===== src/rtl/word_assembler.sv =====
`default_nettype none
// ============================================================================
// Module   : word_assembler
// Brief    : Packs a byte stream into 16-bit words through a 2-entry output
//            FIFO, with flush of a half-assembled word using a pad byte.
// Revision : 1.0 - initial release
// ============================================================================
module word_assembler #(
    parameter int         HI_FIRST = 1,
    parameter logic [7:0] PAD_BYTE = 8'h00
) (
    input  logic        CK,
    input  logic        RESET,
    input  logic [7:0]  BYTE_IN,
    input  logic        BYTE_VALID,
    output logic        BYTE_READY,
    input  logic        FLUSH,
    output logic        FLUSH_BUSY,
    output logic [15:0] WORD_OUT,
    output logic        WORD_VALID,
    input  logic        WORD_READY,
    output logic        LOAD,
    output logic        ODD
);

    typedef enum logic [0:0] {
        S_EVEN = 1'b0,
        S_ODD  = 1'b1
    } phase_t;

    phase_t      r_phase,      w_phase_nxt;
    logic [7:0]  r_hold,       w_hold_nxt;
    logic [1:0]  r_count,      w_count_nxt;
    logic        r_flush_pend, w_flush_pend_nxt;
    logic [15:0] r_ent0,       w_ent0_nxt;
    logic [15:0] r_ent1,       w_ent1_nxt;

    logic        w_byte_xfer;
    logic        w_pop;
    logic        w_push_word;
    logic        w_push_pad;
    logic        w_push;
    logic [15:0] w_word_data;
    logic [15:0] w_pad_data;
    logic [15:0] w_push_data;

    assign BYTE_READY = !RESET && !r_flush_pend &&
                        ((r_phase == S_EVEN) || (r_count != 2'd2));
    assign WORD_VALID = (r_count != 2'd0);
    assign WORD_OUT   = r_ent0;
    assign LOAD       = WORD_VALID && WORD_READY;
    assign FLUSH_BUSY = r_flush_pend;
    assign ODD        = (r_phase == S_ODD);

    assign w_byte_xfer = BYTE_VALID && BYTE_READY;
    assign w_pop       = LOAD;
    assign w_push_word = w_byte_xfer && (r_phase == S_ODD);
    // Pad push looks at the pre-pop count; BYTE_READY is low while pending,
    // so it can never collide with a data push.
    assign w_push_pad  = r_flush_pend && (r_count != 2'd2);
    assign w_push      = w_push_word || w_push_pad;

    assign w_word_data = (HI_FIRST != 0) ? {r_hold, BYTE_IN}  : {BYTE_IN, r_hold};
    assign w_pad_data  = (HI_FIRST != 0) ? {r_hold, PAD_BYTE} : {PAD_BYTE, r_hold};
    assign w_push_data = w_push_pad ? w_pad_data : w_word_data;

    always_comb begin
        w_phase_nxt      = r_phase;
        w_hold_nxt       = r_hold;
        w_flush_pend_nxt = r_flush_pend;
        w_count_nxt      = r_count;
        w_ent0_nxt       = r_ent0;
        w_ent1_nxt       = r_ent1;

        if (w_byte_xfer) begin
            if (r_phase == S_EVEN) begin
                w_phase_nxt = S_ODD;
                w_hold_nxt  = BYTE_IN;
            end else begin
                w_phase_nxt = S_EVEN;
            end
        end

        if (w_push_pad) begin
            w_phase_nxt      = S_EVEN;
            w_flush_pend_nxt = 1'b0;
        end else if (FLUSH && !r_flush_pend &&
                     (((r_phase == S_EVEN) &&  w_byte_xfer) ||
                      ((r_phase == S_ODD)  && !w_byte_xfer))) begin
            w_flush_pend_nxt = 1'b1;
        end

        // Head-at-entry-0 FIFO; a pop that empties it leaves the head intact.
        case ({w_push, w_pop})
            2'b10: begin
                if (r_count == 2'd0) w_ent0_nxt = w_push_data;
                else                 w_ent1_nxt = w_push_data;
                w_count_nxt = r_count + 2'd1;
            end
            2'b01: begin
                if (r_count == 2'd2) w_ent0_nxt = r_ent1;
                w_count_nxt = r_count - 2'd1;
            end
            2'b11: begin
                if (r_count == 2'd1) begin
                    w_ent0_nxt = w_push_data;
                end else begin
                    w_ent0_nxt = r_ent1;
                    w_ent1_nxt = w_push_data;
                end
            end
            default: ;
        endcase
    end

    always_ff @(posedge CK) begin
        if (RESET) begin
            r_phase      <= S_EVEN;
            r_hold       <= 8'h00;
            r_count      <= 2'd0;
            r_flush_pend <= 1'b0;
            r_ent0       <= 16'h0000;
            r_ent1       <= 16'h0000;
        end else begin
            r_phase      <= w_phase_nxt;
            r_hold       <= w_hold_nxt;
            r_count      <= w_count_nxt;
            r_flush_pend <= w_flush_pend_nxt;
            r_ent0       <= w_ent0_nxt;
            r_ent1       <= w_ent1_nxt;
        end
    end

endmodule
`default_nettype wire


===== config.mk =====
export PLATFORM = sky130hd
export DESIGN_NAME = word_assembler
export DESIGN_NICKNAME = d
export VERILOG_FILES = /design/src/rtl/word_assembler.sv
export SDC_FILE = /design/constraint.sdc
export NUM_CORES = 1
export LEC_CHECK = 0
export ABC_AREA = 1
export BUFFER_PORTS_ARGS = -buffer_cell sky130_fd_sc_hd__buf_2
export CORE_MARGIN = 4
export CORE_UTILIZATION = 56
export CTS_CLUSTER_SIZE = 30
export DETAILED_ROUTE_END_ITERATION = 8
export GPL_ROUTABILITY_DRIVEN = 0
export PLACE_DENSITY = 0.79
export SLEW_MARGIN = 10
export SYNTH_ARGS = -nofsm -noshare
export SYNTH_HDL_FRONTEND = slang
export SYNTH_SLANG_ARGS = --single-unit

===== constraint.sdc =====
create_clock -name CK -period 2.7 [get_ports CK]
set_clock_uncertainty 0.2 [all_clocks]
set_input_delay 0.27 -clock CK [delete_from_list [all_inputs] [get_ports CK]]
set_output_delay 0.27 -clock CK [all_outputs]
set_load 0.01 [all_outputs]

After elaboration in Yosys (flattened, before gate mapping)
Index checks and enable logic that the tools add are counted. W data, S select, Z words.

Muxes and demuxes: 10. Add/sub/neg operators: 2. Equality and inequality tests: 10. Bitwise operators: 1. Reduce and logical (&&, ||, !) cells: 25.

Operators by type and width (number): $mux W16 (5); $pmux W16 S3 (1); $pmux W16 S2 (1); $logic_and A1 B1 Y1 (10); $ne A2 B2 Y1 const B (5); $mux W8 (1); $eq A2 B2 Y1 const B (3); $reduce_and A3 Y1 (2); $reduce_bool A2 Y1 (3); $eq A2 B1 Y1 const B (2); $pmux W2 S2 (1); $logic_not A1 Y1 (3); $logic_or A1 B1 Y1 (3); $reduce_bool A3 Y1 (1); $add A2 B1 Y2 const B (1); $logic_not A2 Y1 (1); $reduce_and A2 Y1 (1); $reduce_or A2 Y1 (1); $sub A2 B1 Y2 const B (1); $mux W1 (1); $not A1 Y1 (1).

Word-level logic and storage cells: 54. Register bits after elaboration: 44. Output and inout port bits: 21.

Logic depth before layout (Yosys ltp)
Gate-level depths: netlist of run 1.

Word-level depth: 9. Mapped depth: 16. Gate-level depth less buffers: 15.

Least setup slack after synthesis of run 1
Ideal clock, no wire load.

Kind: reg-to-reg. From: register r_count[0]. To: register r_ent1[11]. Arrival: 1988 ps. Stages on the path, launching flop included: 15. Period minus slack after synthesis: 2301 ps. Library setup time: 113 ps. Slack: 399 ps. Cell sequence: dfxtp_1 -> inv_1 -> ha_1 -> nand2_1 -> nand4_1 -> inv_1 -> ha_1 -> nor2_1 -> inv_1 -> ha_1 -> nand2_1 -> nand3_4 -> buf_4 -> o21ai_1 -> nor2_1.

Cells in the longest elaborated chain, start to end: 9. Elaborated cells between the ends (all ways): 18. Those cells by class: eq/ne: 6; mux: 1; reduce/logical: 11.

RTL lines: start: declaration (line 33) `logic [1:0] r_count, w_count_nxt;`; start signal: assignment (line 127) `r_count <= w_count_nxt;`; $ne A2 B2 Y1 (line 48, 60); $logic_or A1 B1 Y1 (line 48) `((r_phase == S_EVEN) || (r_count != 2'd2));`; $logic_and A1 B1 Y1 (line 47) `assign BYTE_READY = !RESET && !r_flush_pend &&`; $logic_and A1 B1 Y1 (line 55) `assign w_byte_xfer = BYTE_VALID && BYTE_READY;`; $logic_and A1 B1 Y1 (line 57) `assign w_push_word = w_byte_xfer && (r_phase == S_ODD);`; $logic_or A1 B1 Y1 (line 61) `assign w_push = w_push_word || w_push_pad;`; $eq A2 B2 Y1 (line 94) `case ({w_push, w_pop})`; $ne A2 B2 Y1 (no source line) / $reduce_bool A2 Y1 (equally long branches); $reduce_and A3 Y1 (no source line); end signal: assignment (line 130) `r_ent1 <= w_ent1_nxt;`; end: declaration (line 36) `logic [15:0] r_ent1, w_ent1_nxt;`.

Parallel ways exist; a longest one is shown, timed or not. A chain may end at the register's enable or synchronous reset.

Worst setup path after layout of run 1
From: input RESET. To: register r_ent0[4], in the netlist WORD_OUT[4].

Cells in the longest elaborated chain, start to end: 9. Elaborated cells between the ends (all ways): 14. Those cells by class: eq/ne: 5; mux: 1; reduce/logical: 8.

RTL lines: start: declaration (line 13) `input logic RESET,`; $logic_not A1 Y1 (line 47); $logic_and A1 B1 Y1 (2 in series) (line 47); $logic_and A1 B1 Y1 (line 55); $logic_and A1 B1 Y1 (line 57); $logic_or A1 B1 Y1 (line 61); $eq A2 B1 Y1 / $eq A2 B2 Y1 (equally long branches) (line 94); $ne A2 B2 Y1 (no source line) / $reduce_bool A3 Y1 (equally long branches); $reduce_and A3 Y1 (no source line); end signal: assignment (line 129) `r_ent0 <= w_ent0_nxt;`; end: declaration (line 35) `logic [15:0] r_ent0, w_ent0_nxt;`.

Parallel ways exist; a longest one is shown, timed or not.

==> flow_summary.json, run 1 <==
{
  "max_cap_viol_count": 0,
  "synth-seq-cells": 44,
  "hold_path.startpoint": "BYTE_IN[1]",
  "yosys_warnings": 0,
  "syn_to_final_growth_pct": 15.5,
  "period_needed_ns": 2.51,
  "start_util_pct": 59.8,
  "row_count": 22,
  "synth_area_per_cell_sq_um": 6.38,
  "num_vias": 2089,
  "clk_path_buf_depth": 2,
  "drc_errors": 0,
  "vdd.ir_drop.worst_uv": 692,
  "pwr-share-clk_pct": 17.6,
  "core_sq_um": 3800,
  "p_int_mw": 1.49,
  "layout-drive-gt1-share_pct": 18.0,
  "slew_headroom_pct": 73.6,
  "pin_count": 34,
  "clock_latency_ns": 0.29,
  "ant_nets": 0,
  "whs_path_depth": 3,
  "p_sw_share_pct": 40.8,
  "cts_sinks": 44,
  "postSynthCellCount": 356,
  "power_frac_seq_pct": 37.1,
  "ys_seq_area_share_pct": 38.8,
  "worst-path-max-fanout": 8,
  "power_leakage_nw": 1.37,
  "grt_max_degree": 43,
  "cts_tree": "done",
  "cts_buffers": 5,
  "cp-end-kind": "flip-flop",
  "powerDensity_nw_per_um2": 963,
  "reg2reg_from": "r_count[0]",
  "reg2reg_to": "WORD_OUT[4]",
  "htree_levels": 2,
  "path_clk_slew_ns": 0.08,
  "synth_area_sq_um": 2270,
  "gr-usage-all-layers_pct": 20.1,
  "cp-start-kind": "input port",
  "antenna_found_initial": 0,
  "power_frac_comb_pct": 45.4,
  "wl_per_cell_um": 11.1,
  "setup_viol": 0,
  "required_ns": 2.70,
  "hpwlAfterDp_um": 3320,
  "holdWs_ns": 0.0267,
  "crit_type": "input port to flip-flop",
  "outcome": "finished clean",
  "syn-num-nets": 378,
  "hp-class": "input port to flip-flop",
  "worstMarginPinSlew_ns": 0.396,
  "first_pass_iters": 4,
  "gr-total-overflow": 0,
  "fin_ws_ns": 0.188,
  "dp_slack_ns": 0.101,
  "switchingPower_mw": 1.03,
  "diodes": 0,
  "die-area_sq_um": 5140,
  "fmaxAchievable_ghz": 0.398,
  "final_hold_viol_count": 0,
  "drt_wl_total_um": 4910,
  "cp.arrival_ns": 2.51,
  "grt_pass1_vias": 1991,
  "fin_area_sq_um": 2620,
  "r2r_setup_slack_ns": 0.20,
  "maxSlewViolCount": 0,
  "fp.dieH_um": 71.7,
  "ys_types": 24,
  "numPortBuffers": 33,
  "final_util_pct": 69.0,
  "drt_iter0_markers": 143,
  "min_to": "r_hold[1]",
  "fp.dieW_um": 71.7,
  "placement.cell_area_sq_um": 2460,
  "drt-vias-per-instance": 4.73,
  "grt_pass1_wl_um": 8270,
  "finalCritPeriodShare_pct": 93.0,
  "worstRegToRegCells": 14,
  "nNetsFinal": 416,
  "clock-root-buffer": "clkbuf_8"
}
## cells by family (layout without fill, tap and decap cells)
group / after synthesis / count (layout) / share of synthesized area (%)
buf+inv: 65 / 102 / 12.6
flops: 44 / 44 / 38.8
compound gates: 30 / 30 / 6.94
fa+ha+maj: 9 / 9 / 4.96
simple gates: 207 / 208 / 36.3
xor+xnor: 1 / 1 / 0.386
## critical path, cell delays in order
cell and delay, ns:
dlygate4sd3_1 0.52, buf_2 0.14, clkinv_1 0.08, nand4_1 0.10, inv_1 0.08, ha_1 0.19, nor2_2 0.15, inv_2 0.06
ha_2 0.20, nand2_2 0.10, nand2_1 0.09, nor2_4 0.27, nand2_2 0.09, nor2_2 0.12, nor2_1 0.04
## cell type report
type / instances / area (sq um)
fill: 344 / 1180
sequential: 44 / 881
timing repair buffer: 40 / 220
clock buffer: 7 / 96.3
tap: 48 / 60.1
multi-input combinational: 248 / 1150
inverter: 55 / 216
## cells in the mapped netlist
| cell type | n | area share, % |
|---|---|---|
| nor2_2 | 2 | 0.55 |
| nand3_1 | 1 | 0.22 |
| o21ai_1 | 8 | 1.8 |
| nand4_1 | 1 | 0.28 |
| buf_2 | 2 | 0.44 |
| nand2_2 | 3 | 0.83 |
| dfxtp_1 | 44 | 39 |
| clkbuf_1 | 2 | 0.33 |
| buf_4 | 2 | 0.66 |
| a21oi_1 | 9 | 2.0 |
| a21oi_2 | 2 | 0.77 |
| inv_4 | 1 | 0.28 |
| clkinv_1 | 1 | 0.17 |
| nand2_1 | 106 | 18 |
| nand3_4 | 1 | 0.77 |
| buf_6 | 4 | 2.0 |
| nand3b_4 | 1 | 0.88 |
| o21ai_0 | 11 | 2.4 |
| inv_2 | 3 | 0.50 |
| nor3_1 | 1 | 0.22 |
| xor2_1 | 1 | 0.39 |
| nor2_1 | 91 | 15 |
| inv_1 | 50 | 8.3 |
| ha_1 | 9 | 5.0 |
## per-stage QoR
step | power (mW) | TNS [ns] | cells
floorplan | 1.77 | 0 | 356
global placement | 2.01 | 0 | 432
detailed placement | 2.04 | 0 | 432
CTS | 2.48 | 0 | 440
global route | 2.74 | -0.0891 | 442
finish | 2.52 | 0 | 442
## routing by layer
layer  vias to the layer above  routed length (um)  GRT usage [%]
met2                        49                2370           34.2
met5                         -                   0              0
met1                       902                2200           23.8
li1                       1130                   -              -
met4                         0                  74           9.19
met3                         8                 261           4.77
## sequential cells by signal (all words and copies together), names as in the netlist
signal      flops
WORD_OUT       16
r_hold          8
ODD             1
r_ent1         16
FLUSH_BUSY      1
r_count         2
## what timing repair did
action                                 CTS  global route
hold buffers                             1             0
endpoints found under the hold margin    1             0
setup endpoints to repair                0            32
setup buffers                            0             1
gates resized for setup                  0            16
## cells in the final DEF, fill, tap and decap left out
master	netlist	final
nor3_1	1	1
nand3b_4	1	1
nand3_1	1	1
xor2_1	1	1
inv_4	1	1
inv_1	50	49
inv_8	0	1
clkinv_1	1	1
nand4_1	1	1
nand2_4	0	1
buf_2	2	33
o21ai_1	8	8
buf_4	2	6
clkbuf_8	0	7
nand2_2	3	7
nand3_4	1	1
dfxtp_1	44	44
inv_2	3	3
nand3_2	0	1
nor2_4	0	1
ha_1	9	8
nand2_1	106	101
a21oi_2	2	2
ha_2	0	1
dlygate4sd3_1	0	1
a21oi_1	9	9
nor2_2	2	5
o21ai_0	11	11
nor2_1	91	87
## worst max-delay path by stage
stage	slack, ns	start	to
after floorplan	0.40	r_count[0]	r_ent1[11]
after global placement	0.20	r_count[0]	WORD_OUT[4]
after detailed placement	0.10	r_count[0]	WORD_OUT[4]
after CTS	0.02	RESET	WORD_OUT[4]
after global routing	-0.03	RESET	WORD_OUT[5]
final	0.19	RESET	WORD_OUT[4]
## power groups by stage
stage	Clock [mW]	Combinational, mW	Sequential, mW
floorplan	0	0.771	1.00
CTS	0.447	1.10	0.937
detailed placement	0	1.09	0.952
global placement	0	1.07	0.940
global route	0.468	1.32	0.957
finish	0.444	1.14	0.935
No activity file was read; power rests on OpenSTA's default activity.
==> inputs of run 2 (changes only) <==
--- a/config.mk
+++ b/config.mk
@@ -14,4 +14,5 @@
 export GPL_ROUTABILITY_DRIVEN = 0
 export PLACE_DENSITY = 0.79
+export RECOVER_POWER = 25
 export SLEW_MARGIN = 10
 export SYNTH_ARGS = -nofsm -noshare
==> constraint.sdc (replaced) <==
create_clock -name CK -period 2.7 [get_ports CK]
set_clock_uncertainty 0.2 [all_clocks]
set_input_delay 0.54 -clock CK [delete_from_list [all_inputs] [get_ports CK]]
set_output_delay 0.54 -clock CK [all_outputs]
set_load 0.01 [all_outputs]
==> run 2 against run 1 <==
Effect of this change:
- register-to-register slack gained 0.05 ns
- clock power is 25% higher
- sequential share of layout area down 0.14 points
- via count decreased by 0.67%
- combinational power about the same
- non-clock buffer count did not move
- utilization up 0.30 points
- critical path type is now flip-flop to flip-flop
- largest power group unchanged
==> flow_summary.json, run 2 (synthesis gave the netlist of run 1 again) <==
{
  "final_hold_viol_count": 0,
  "drt_iter0_markers": 106,
  "multi_input_area_sq_um": 1140,
  "required_ns": 2.71,
  "hpwlAfterDp_um": 3150,
  "core_sq_um": 3800,
  "grt_pass1_vias": 1914,
  "fp.dieH_um": 71.7,
  "nNetsFinal": 416,
  "path_clk_slew_ns": 0.09,
  "max_cap_viol_count": 0,
  "pwr-share-clk_pct": 21.2,
  "fmaxAchievable_ghz": 0.408,
  "start_util_pct": 59.8,
  "cts_buffers": 5,
  "drt-vias-per-instance": 4.68,
  "finalCritPeriodShare_pct": 90.8,
  "power.total_mw": 2.62,
  "cts_tree": "done",
  "clk_path_buf_depth": 2,
  "worst-path-max-fanout": 8,
  "gr-usage-all-layers_pct": 19.3,
  "diodes": 0,
  "maxSlewViolCount": 0,
  "period_needed_ns": 2.45,
  "row_count": 22,
  "gr-total-overflow": 0,
  "hold_path.startpoint": "RESET",
  "worstMarginPinSlew_ns": 0.408,
  "cp.arrival_ns": 2.46,
  "dp_cells": 432,
  "setup_viol": 0,
  "syn_to_final_growth_pct": 16.0,
  "fin_ws_ns": 0.248,
  "drt_wl_total_um": 4880,
  "layout-drive-gt1-share_pct": 13.2,
  "outcome": "finished clean",
  "regArea_sq_um": 881,
  "fin_cells": 443,
  "drc_errors": 0,
  "power_frac_comb_pct": 43.0,
  "vdd.ir_drop.worst_uv": 600,
  "hp-class": "input port to flip-flop",
  "wl_per_cell_um": 11.0,
  "grt_max_degree": 43,
  "fillCellCount": 345,
  "htree_levels": 2,
  "layout_common_cells": "104 x nand2_1, 90 x nor2_1, 49 x inv_1",
  "pin_count": 34,
  "crit_type": "flip-flop to flip-flop",
  "cp-start-kind": "flip-flop",
  "cp-end-kind": "flip-flop",
  "setup_tns_ns": 0,
  "antenna_found_initial": 0,
  "grt_pass1_wl_um": 8060,
  "p_int_mw": 1.58,
  "cts_hold_buf": 0,
  "ant_nets": 0,
  "numPortBuffers": 33,
  "power_frac_seq_pct": 35.8,
  "dp_slack_ns": 0.0997,
  "fp.dieW_um": 71.7,
  "switchingPower_mw": 1.04,
  "clock_latency_ns": 0.30,
  "slew_headroom_pct": 72.8,
  "clock-root-buffer": "clkbuf_8",
  "final_common_cell": "nand2_1",
  "num_vias": 2075,
  "power_leakage_nw": 1.35,
  "cts_sinks": 44,
  "powerDensity_nw_per_um2": 994,
  "critPathLaunch": "r_count[0]",
  "final_util_pct": 69.3,
  "p_sw_share_pct": 39.6,
  "die-area_sq_um": 5140,
  "reg2reg_from": "r_count[0]",
  "first_pass_iters": 4
}
[run 2: changes by cell type in the layout (fill, tap and decap cells not counted), moves of 3 or more]
cell and delta:
buf_2 -15, clkbuf_1 +15, nand2_1 +3, nand2_2 -3
nor2_1 +3, nor2_2 -3
[run 2: power by group through the flow]
stage / logic (mW) / clock network, mW / registers (mW)
after global placement: 1.08 / 0 / 0.941
final: 1.12 / 0.555 / 0.938
after global routing: 1.30 / 0.590 / 0.959
after floorplan: 0.771 / 0 / 1.00
after CTS: 1.09 / 0.561 / 0.933
after detailed placement: 1.09 / 0 / 0.947
[run 2: area by class of cell]
| class | instances | share of cell area, % |
|---|---|---|
| multi-input cells | 248 | 43.4 |
| flip-flops and latches | 44 | 33.4 |
| repair buffers | 40 | 8.03 |
| inverters | 55 | 8.03 |
| clock buffers | 7 | 3.66 |
| well taps | 48 | 2.28 |
| clock inverters | 1 | 1.14 |
[run 2: repair_timing]
item	4_1_cts	5_1_grt
setup endpoints to repair	0	32
buffers inserted	0	2
resized for setup	0	9
endpoints found under the hold margin	0	0
[run 2: path summary, 6_finish.rpt]
check,end,slack (ns),depth (start not counted)
max,WORD_OUT[0],0.25,15
min,FLUSH_BUSY,0.25,2
max reg2reg,WORD_OUT[0],0.25,15
min reg2reg,r_ent1[8],0.29,2
[run 2: stage by stage]
stage / hold WS (ns) / area [sq um]
2_1_floorplan: 0.254 / 2270
3_3_place_gp: 0.264 / 2470
3_5_place_dp: 0.273 / 2470
4_1_cts: 0.244 / 2590
5_1_grt: 0.253 / 2630
6_report: 0.248 / 2630
[run 2: worst max-delay path, cell delays in order (launching register included)]
cell and delay [ns]:
dfxtp_1 0.35, inv_2 0.06, ha_1 0.21, nand2_1 0.09
nand4_1 0.12, inv_1 0.10, ha_1 0.16, nor2_2 0.05
buf_4 0.13, ha_2 0.21, nand2_2 0.13, nand2_1 0.11
nor2_4 0.23, nand2_1 0.08, nor2_1 0.10, nor2_1 0.04
[run 2: routing by layer]
layer	part of all wire, %	GRT usage [%]
met1	45	23.4
met2	46	33.0
met3	6.6	4.49
met4	1.4	7.52
met5	0	0
